===== src/rtl/riscv_pkg.sv =====
`timescale 1ns/1ps
`default_nettype none
// ============================================================================
//  Module      : riscv_pkg
//  Description : Shared execute-stage types: shift operation encoding and the
//                iterative shifter state encoding, plus an op decode helper.
//  Revision    : 1.0 - initial release
// ============================================================================
package riscv_pkg;

    // Shift operation encoding as presented by the decoder
    typedef enum logic [1:0] {
        SHIFT_SLL = 2'b00,
        SHIFT_SRL = 2'b01,
        SHIFT_SRA = 2'b11
    } shift_op_t;

    // Iterative shifter control states
    typedef enum logic [1:0] {
        SH_IDLE  = 2'b00,
        SH_SHIFT = 2'b01,
        SH_DONE  = 2'b10
    } shift_state_t;

    // Map the raw 2-bit op field onto a legal operation; the unused code 2'b10
    // behaves as a logical right shift.
    function automatic shift_op_t decode_shift_op(input logic [1:0] raw);
        shift_op_t op;
        case (raw)
            2'b00:   op = SHIFT_SLL;
            2'b11:   op = SHIFT_SRA;
            default: op = SHIFT_SRL;
        endcase
        return op;
    endfunction

endpackage : riscv_pkg
`default_nettype wire


===== src/rtl/shift_unit_step.sv =====
`timescale 1ns/1ps
`default_nettype none
// ============================================================================
//  Module      : shift_step
//  Description : Combinational single-step shifter. Shifts i_data by i_k bits
//                (0..XLEN) left or right; arithmetic right shifts fill with the
//                captured sign bit rather than the current data MSB.
//  Revision    : 1.0 - initial release
// ============================================================================
module shift_step
    import riscv_pkg::*;
#(
    parameter int XLEN = 32,
    parameter int KW   = 6
) (
    input  logic [XLEN-1:0] i_data,
    input  shift_op_t       i_op,
    input  logic            i_sign,
    input  logic [KW-1:0]   i_k,
    output logic [XLEN-1:0] o_data
);

    logic [XLEN-1:0] w_fill;

    // Select the shift direction; the fill mask has ones in the top k bits
    always_comb begin
        w_fill = ~({XLEN{1'b1}} >> i_k);
        case (i_op)
            SHIFT_SLL: o_data = i_data << i_k;
            SHIFT_SRA: o_data = (i_data >> i_k) | (i_sign ? w_fill : {XLEN{1'b0}});
            default:   o_data = i_data >> i_k;
        endcase
    end

endmodule : shift_step
`default_nettype wire


===== src/rtl/shift_unit.sv =====
`timescale 1ns/1ps
`default_nettype none
// ============================================================================
//  Module      : shift_unit
//  Description : Multi-cycle iterative shifter (SLL/SRL/SRA) shifting up to
//                STEP bits per cycle, with valid/ready handshakes on both sides
//                and a synchronous flush for pipeline squash.
//  Revision    : 1.0 - initial release
// ============================================================================
module shift_unit
    import riscv_pkg::*;
#(
    parameter int XLEN = 32,
    parameter int STEP = 1,
    parameter int SHW  = $clog2(XLEN)
) (
    input  logic            clk,
    input  logic            reset,
    input  logic            start_valid,
    output logic            start_ready,
    input  logic [1:0]      op,
    input  logic [XLEN-1:0] operand,
    input  logic [SHW-1:0]  shamt,
    input  logic            flush,
    output logic            result_valid,
    input  logic            result_ready,
    output logic [XLEN-1:0] result,
    output logic            busy
);

    // The remaining-count register needs one extra bit so STEP=XLEN fits
    localparam int            CW     = SHW + 1;
    localparam logic [CW-1:0] C_STEP = CW'(STEP);

    shift_state_t    state_q,        state_d;
    shift_op_t       op_q,           op_d;
    logic            sign_q,         sign_d;
    logic [XLEN-1:0] data_q,         data_d;
    logic [CW-1:0]   cnt_q,          cnt_d;
    logic [XLEN-1:0] result_q,       result_d;
    logic            result_valid_q, result_valid_d;

    logic            w_start_ready;
    logic            w_accept;
    logic [CW-1:0]   w_k;
    logic [XLEN-1:0] w_step_data;

    // A new request can enter when idle, or when the pending result leaves this cycle
    assign w_start_ready = !flush &&
                           ((state_q == SH_IDLE) || ((state_q == SH_DONE) && result_ready));
    assign w_accept      = start_valid && w_start_ready;

    // Bits shifted this cycle: min(cnt, STEP)
    assign w_k = (cnt_q < C_STEP) ? cnt_q : C_STEP;

    shift_step #(
        .XLEN (XLEN),
        .KW   (CW)
    ) u_step (
        .i_data (data_q),
        .i_op   (op_q),
        .i_sign (sign_q),
        .i_k    (w_k),
        .o_data (w_step_data)
    );

    // Next-state, datapath and handshake logic
    always_comb begin
        state_d        = state_q;
        op_d           = op_q;
        sign_d         = sign_q;
        data_d         = data_q;
        cnt_d          = cnt_q;
        result_d       = result_q;
        result_valid_d = result_valid_q;

        if (flush) begin
            // Squash: drop any in-flight or pending result
            state_d        = SH_IDLE;
            result_valid_d = 1'b0;
        end else begin
            case (state_q)
                SH_IDLE: begin
                end
                SH_SHIFT: begin
                    data_d = w_step_data;
                    cnt_d  = cnt_q - w_k;
                    if (cnt_q <= C_STEP) begin
                        // Final step: publish the complete shift only
                        state_d        = SH_DONE;
                        result_d       = w_step_data;
                        result_valid_d = 1'b1;
                    end
                end
                SH_DONE: begin
                    if (result_ready) begin
                        state_d        = SH_IDLE;
                        result_valid_d = 1'b0;
                    end
                end
                default: begin
                    state_d        = SH_IDLE;
                    result_valid_d = 1'b0;
                end
            endcase

            // Accept overrides the IDLE/DONE transition above (back-to-back ops)
            if (w_accept) begin
                op_d   = decode_shift_op(op);
                sign_d = operand[XLEN-1];
                data_d = operand;
                cnt_d  = {1'b0, shamt};
                if (shamt == '0) begin
                    state_d        = SH_DONE;
                    result_d       = operand;
                    result_valid_d = 1'b1;
                end else begin
                    state_d        = SH_SHIFT;
                    result_valid_d = 1'b0;
                end
            end
        end
    end

    // State registers with asynchronous reset
    always_ff @(posedge clk or posedge reset) begin
        if (reset) begin
            state_q        <= SH_IDLE;
            op_q           <= SHIFT_SLL;
            sign_q         <= 1'b0;
            data_q         <= '0;
            cnt_q          <= '0;
            result_q       <= '0;
            result_valid_q <= 1'b0;
        end else begin
            state_q        <= state_d;
            op_q           <= op_d;
            sign_q         <= sign_d;
            data_q         <= data_d;
            cnt_q          <= cnt_d;
            result_q       <= result_d;
            result_valid_q <= result_valid_d;
        end
    end

    assign start_ready  = w_start_ready;
    assign result_valid = result_valid_q;
    assign result       = result_q;
    assign busy         = (state_q != SH_IDLE);

endmodule : shift_unit
`default_nettype wire


===== config.mk =====
export PLATFORM = sky130hd
export DESIGN_NAME = shift_unit
export DESIGN_NICKNAME = d
export VERILOG_FILES = /design/src/rtl/riscv_pkg.sv /design/src/rtl/shift_unit_step.sv /design/src/rtl/shift_unit.sv
export SDC_FILE = /design/constraint.sdc
export NUM_CORES = 1
export LEC_CHECK = 0
export CORE_MARGIN = 3
export CORE_UTILIZATION = 52
export DETAILED_ROUTE_END_ITERATION = 8
export GPL_TIMING_DRIVEN = 0
export HOLD_SLACK_MARGIN = 0.02
export PLACE_DENSITY = 0.8
export SYNTH_ARGS = -nofsm -noshare
export SYNTH_HDL_FRONTEND = slang
export SYNTH_SLANG_ARGS = --single-unit

===== constraint.sdc =====
create_clock -name clk -period 2.65 [get_ports clk]
set_input_delay 0.3975 -clock clk [delete_from_list [all_inputs] [get_ports clk]]
set_output_delay 0.3975 -clock clk [all_outputs]
set_load 0.03 [all_outputs]

==> flow_metrics.env, run 1 <==
export IMPL_status="finished clean"
export IMPL_preCtsSetupSlack_ns=-0.170
export IMPL_ys_top_cells_by_area="dfrtp_1, a22oi_1, o21ai_0"
export IMPL_syn_nets=496
export IMPL_finalInstanceArea_um2=5130
export IMPL_p_comb_frac=0.486
export IMPL_cts_tree="done"
export IMPL_cts_buffers=9
export IMPL_power_switching_mw=2.50
export IMPL_switching_share=0.436
export IMPL_grt_pass1_vias=3952
export IMPL_fin_crit_sh=0.979
export IMPL_routed_wl_um=12000
export IMPL_die_h_um=93.7
export IMPL_hold_violations=0
export IMPL_cts_sinks=75
export IMPL_final_instance_count_excl_fill=643
export IMPL_reg2reg_slack_ns=0.22
export IMPL_yosys_most_used_dff="dfrtp_1"
export IMPL_grt_pass1_wl_um=19800
export IMPL_whs_ns=0.428
export IMPL_area_delta_synth_final_pct=28.1
export IMPL_wire_per_inst_um=18.6
export IMPL_grt_usage=0.286
export IMPL_setup_viol=0
export IMPL_syn_area_um2=4000
export IMPL_setup_slack_ns=0.0566
export IMPL_overflow=0
export IMPL_fin_tns_setup_ns=0
export IMPL_postPlaceCellArea_um2=4930
export IMPL_row_count=31
export IMPL_layout_commonest_cell="clkdlybuf4s50_1"
export IMPL_hp_class="in2async"
export IMPL_layout_drive_gt1_share=0.0754
export IMPL_startpoint="flush"
export IMPL_cp_end_kind="primary output"
export IMPL_cts_hold_buf=0
export IMPL_coreArea_um2=7370
export IMPL_synth_edf_count=0
export IMPL_synth_cells=449
export IMPL_clockBufferDepth=2
export IMPL_yosysUniqueCellTypes=45
export IMPL_power_frac_seq=0.358
export IMPL_htree_num_levels=3
export IMPL_ys_ff_latch=75
export IMPL_cellPowerDensity_nw_per_um2=1120
export IMPL_drt_iter0_markers=474
export IMPL_grt_start_max_net_pins=39
export IMPL_dpl_cell_count=627
export IMPL_p_leak_nw=2.02
export IMPL_rsz0062_at_grt="false"
export IMPL_final_cell_mix="clkdlybuf4s50_1, dfrtp_1, o21ai_0, a22oi_1, nand2_1"
export IMPL_cts_clk_slew_worst_paths_ns=0.09
export IMPL_peakVddDrop_mv=0.626
export IMPL_antenna_cells=0
export IMPL_cts_setup_buffers=0
export IMPL_portBuffers=78
export IMPL_io_pins=79
export IMPL_rr_worst_depth=6
export IMPL_vias_per_cell=6.26
export IMPL_p_int_mw=3.23
export IMPL_syn_area_per_cell_um2=8.91
export IMPL_finalNetCount=586
export IMPL_critPathArrivalTime_ns=2.20
export IMPL_required_ns=2.25
export IMPL_drv_slew=0
export IMPL_fin_worst_skew_ns=0.0156
export IMPL_yosysSeqAreaShare=0.469
export IMPL_fin_util=0.696
export IMPL_r2r_end="result[19]"
export IMPL_die_w_um=93.7
export IMPL_fin_crit_ns=2.59
export IMPL_finalPower_mw=5.73
export IMPL_synth_top_area_cell="dfrtp_1"
export IMPL_tightest_slew_ns=0.638
export IMPL_endpoint="start_ready"
export IMPL_clock_latency_ns=0.35
export IMPL_routabilityCongestion=0.981
export IMPL_path_class="in2out"
export IMPL_slew_headroom=0.571
export IMPL_clockRootBuffer="clkbuf_8"
export IMPL_drc=0
export IMPL_startpoint_type="input pin"
export IMPL_dpl_hpwl_um=8460
export IMPL_start_util=0.543
export IMPL_ant_nets=0
export IMPL_cp_max_fo=10
export IMPL_drtPass1Iterations=6
export IMPL_fmax_ghz=0.386
export IMPL_ys_warn_count=0
export IMPL_timing_rr_start="cnt_q[4]"
export IMPL_num_vias=4022
export IMPL_p_clk_frac=0.156
export IMPL_cap_viol_max_count=0
export IMPL_synth_top_area_frac=0.469
export IMPL_dieArea_um2=8790
export IMPL_antenna_found_initial=0
export IMPL_ys_async_sr_fraction=1.00
final cells by class:
cell class              instances  area (µm²)
well taps                      99         124
multi-input cells             329        1930
inverters                       5        21.3
flip-flops and latches         75        1880
repair buffers                 79         801
clock inverters                 5        52.6
fillers                       590        2240
plain buffers                  40         178
clock buffers                  11         141
sequential cells by signal, summed over array words and instances, names as in the netlist:
signal   cells
cnt_q        6
sign_q       1
data_q      32
op_q         2
result      32
state_q      2
layer usage:
metal,vias up,track usage,share of wire
met5,-,0,0
met1,1897,0.403,0.41
met3,29,0.0481,0.095
met4,0,0.0987,0.026
met2,248,0.448,0.47
li1,1848,-,-
synth_stat cells (all sizes together) (2+ instances only):
master and instances:
ha 3, a22o 7, or4 2, nand3b 2
a32oi 3, o211ai 30, o21ai 76, and2 6
nor2b 2, nor4 2, nand2 49, a22oi 54
o311a 2, or2 5, nand2b 2, a21oi 28
nor3 7, nor2 34, dfrtp 75, inv 5
buf 12, clkbuf 28, a211oi 2
power groups by stage:
stage | registers (mW) | clock network (mW) | logic, mW
6_report | 2.05 | 0.892 | 2.79
4_1_cts | 2.04 | 0.892 | 2.77
5_1_grt | 2.11 | 0.954 | 3.05
3_5_place_dp | 2.05 | 0 | 2.74
2_1_floorplan | 2.36 | 0 | 1.45
3_3_place_gp | 2.03 | 0 | 2.67
critical path, stage by stage:
cell             delay, ns
clkdlybuf4s50_1       0.42
clkbuf_2              0.23
clkbuf_2              0.25
nor3_1                0.21
clkdlybuf4s50_1       0.70
cell families (layout without fill, tap and decap cells):
logic type,count (synthesis),in the layout,share of synthesized area
compound gates,211,211,0.338
simple gates,115,115,0.136
flops,75,75,0.469
buf+inv,45,140,0.0478
fa+ha+maj,3,3,0.00938
worst min-delay path by stage:
stage | start | end | slack (ns) | cells past startpoint
2_1_floorplan | sign_q | sign_q | 0.45 | 2
3_3_place_gp | sign_q | sign_q | 0.46 | 2
3_5_place_dp | sign_q | sign_q | 0.47 | 2
4_1_cts | reset | data_q[29] | 0.46 | 2
5_1_grt | reset | result[29] | 0.46 | 2
6_report | reset | data_q[29] | 0.43 | 2
repair_timing:
action	CTS	global route
setup endpoints to repair	1	15
cloned	0	0
resized for setup	1	6
endpoints found under the hold margin	0	0
pin swaps	0	0
Note: power is estimated with default switching activity, not from simulation.
==> run 2: changes to the inputs <==
--- a/config.mk
+++ b/config.mk
@@ -5,12 +5,14 @@
 export SDC_FILE = /design/constraint.sdc
 export NUM_CORES = 1
 export LEC_CHECK = 0
+export CELL_PAD_IN_SITES_DETAIL_PLACEMENT = 0
+export CELL_PAD_IN_SITES_GLOBAL_PLACEMENT = 1
 export CORE_MARGIN = 3
-export CORE_UTILIZATION = 52
+export CORE_UTILIZATION = 39
 export DETAILED_ROUTE_END_ITERATION = 8
 export GPL_TIMING_DRIVEN = 0
 export HOLD_SLACK_MARGIN = 0.02
-export PLACE_DENSITY = 0.8
+export PLACE_DENSITY_LB_ADDON = 0.1
 export SYNTH_ARGS = -nofsm -noshare
 export SYNTH_HDL_FRONTEND = slang
 export SYNTH_SLANG_ARGS = --single-unit
==> flow_metrics.env, run 2 (synthesis gave the netlist of run 1 again) <==
export IMPL_path_cells="nor2b_1, or4b_1, clkbuf_1, nor3_2, clkbuf_1, nand2_1, o211ai_1"
export IMPL_cpPeakStageDelay_ns=0.48
export IMPL_overflow=0
export IMPL_postPlaceCellArea_um2=4980
export IMPL_cts_clk_slew_worst_paths_ns=0.08
export IMPL_critPathArrivalTime_ns=2.75
export IMPL_timing_critical_path_buf_inv=2
export IMPL_drv_slew=0
export IMPL_whs_ns=0.373
export IMPL_setup_slack_ns=0.159
export IMPL_antenna_found_initial=0
export IMPL_final_cell_mix="clkdlybuf4s50_1, dfrtp_1, o21ai_0, a22oi_1, nand2_1"
export IMPL_layout_drive_gt1_share=0.0737
export IMPL_antenna_cells=0
export IMPL_grt_usage=0.234
export IMPL_hold_violations=0
export IMPL_preCtsSetupSlack_ns=-0.297
export IMPL_multi_input_area_um2=1940
export IMPL_cp_max_fo=10
export IMPL_cp_end_kind="register"
export IMPL_tightest_slew_ns=0.641
export IMPL_status="finished clean"
export IMPL_fin_worst_skew_ns=0.00927
export IMPL_finalPower_mw=5.92
export IMPL_required_ns=2.90
export IMPL_p_leak_nw=2.04
export IMPL_fmax_ghz=0.401
export IMPL_num_vias=3930
export IMPL_cap_viol_max_count=0
export IMPL_cts_sinks=75
export IMPL_io_pins=79
export IMPL_regArea_um2=1880
export IMPL_hp_class="in2async"
export IMPL_grt_start_max_net_pins=53
export IMPL_grt_pass1_wl_um=21300
export IMPL_fin_util=0.530
export IMPL_startpoint_type="register"
export IMPL_setup_viol=0
export IMPL_fin_crit_ns=2.49
export IMPL_grt_pass1_vias=3979
export IMPL_rsz0062_at_grt="false"
export IMPL_finalInstanceArea_um2=5230
export IMPL_n_fill_cell=934
export IMPL_cts_setup_buffers=0
export IMPL_vias_per_cell=5.81
export IMPL_cts_tree="done"
export IMPL_htree_num_levels=3
export IMPL_cp_top_family="simple AND/OR/NAND/NOR gates"
export IMPL_cp_common_cell="clkbuf_1"
export IMPL_clockBufferDepth=2
export IMPL_row_count=36
export IMPL_die_w_um=107
export IMPL_cellPowerDensity_nw_per_um2=1130
export IMPL_cpMaxStageDelayCell="dfrtp_1"
export IMPL_area_delta_synth_final_pct=30.6
export IMPL_routed_wl_um=12800
export IMPL_slew_headroom=0.573
export IMPL_die_h_um=107
export IMPL_cts_buffers=9
export IMPL_fin_crit_sh=0.940
export IMPL_dieArea_um2=11500
export IMPL_drt_iter0_markers=280
export IMPL_ant_nets=0
export IMPL_drc=0
export IMPL_clockRootBuffer="clkbuf_8"
export IMPL_routabilityCongestion=0.893
export IMPL_drtPass1Iterations=5
export IMPL_finalNetCount=585
export IMPL_coreArea_um2=9860
export IMPL_clock_latency_ns=0.35
export IMPL_portBuffers=78
export IMPL_peakVddDrop_mv=0.451
export IMPL_start_util=0.406
export IMPL_layout_commonest_cell="clkdlybuf4s50_1"
export IMPL_path_class="reg2reg"
export IMPL_wire_per_inst_um=18.9
export IMPL_dpl_hpwl_um=8990
## run 2: what timing repair did
action / 4_1_cts / 5_1_grt
hold buffers: 0 / 0
gates resized for setup: 3 / 3
gates cloned: 0 / 0
endpoints found under the setup margin: 1 / 36
## run 2: worst paths after layout
path	end	slack [ns]	cells after the start	startpoint
worst min register to register	sign_q	0.49	2	sign_q
worst max-delay path	result[22]	0.16	7	state_q[1]
max in group asynchronous	data_q[29]	1.69	3	reset
worst max register to register	result[22]	0.16	7	state_q[1]
min in group clk	sign_q	0.49	2	sign_q
worst min-delay path	result[2]	0.37	2	reset
## run 2: routing by layer
metal | routed length [µm] | part of all wire | GRT usage | vias to the layer above
met1 | 5910 | 0.46 | 0.333 | 1945
met5 | 0 | 0 | 0 | -
met2 | 5990 | 0.47 | 0.365 | 118
met3 | 655 | 0.051 | 0.0294 | 19
met4 | 238 | 0.019 | 0.0858 | 0
li1 | - | - | - | 1848
## run 2: where the power goes
group          internal (mW)  switching [mW]
clock                  0.649           0.434
sequential              1.62           0.439
combinational           1.15            1.63
## run 2: layout make-up
cell class,instances,share of cell area
clock buffers,11,0.0270
multi-input cells,329,0.372
well taps,133,0.0318
inverters,5,0.00407
plain buffers,39,0.0330
repair buffers,79,0.154
flip-flops and latches,75,0.359
clock inverters,5,0.0191
## run 2: metrics by stage
step | cells | setup TNS [ns]
2_1_floorplan | 449 | 0
3_3_place_gp | 660 | -84.57
3_5_place_dp | 661 | -3.80
4_1_cts | 677 | 0
5_1_grt | 676 | 0
6_report | 676 | 0
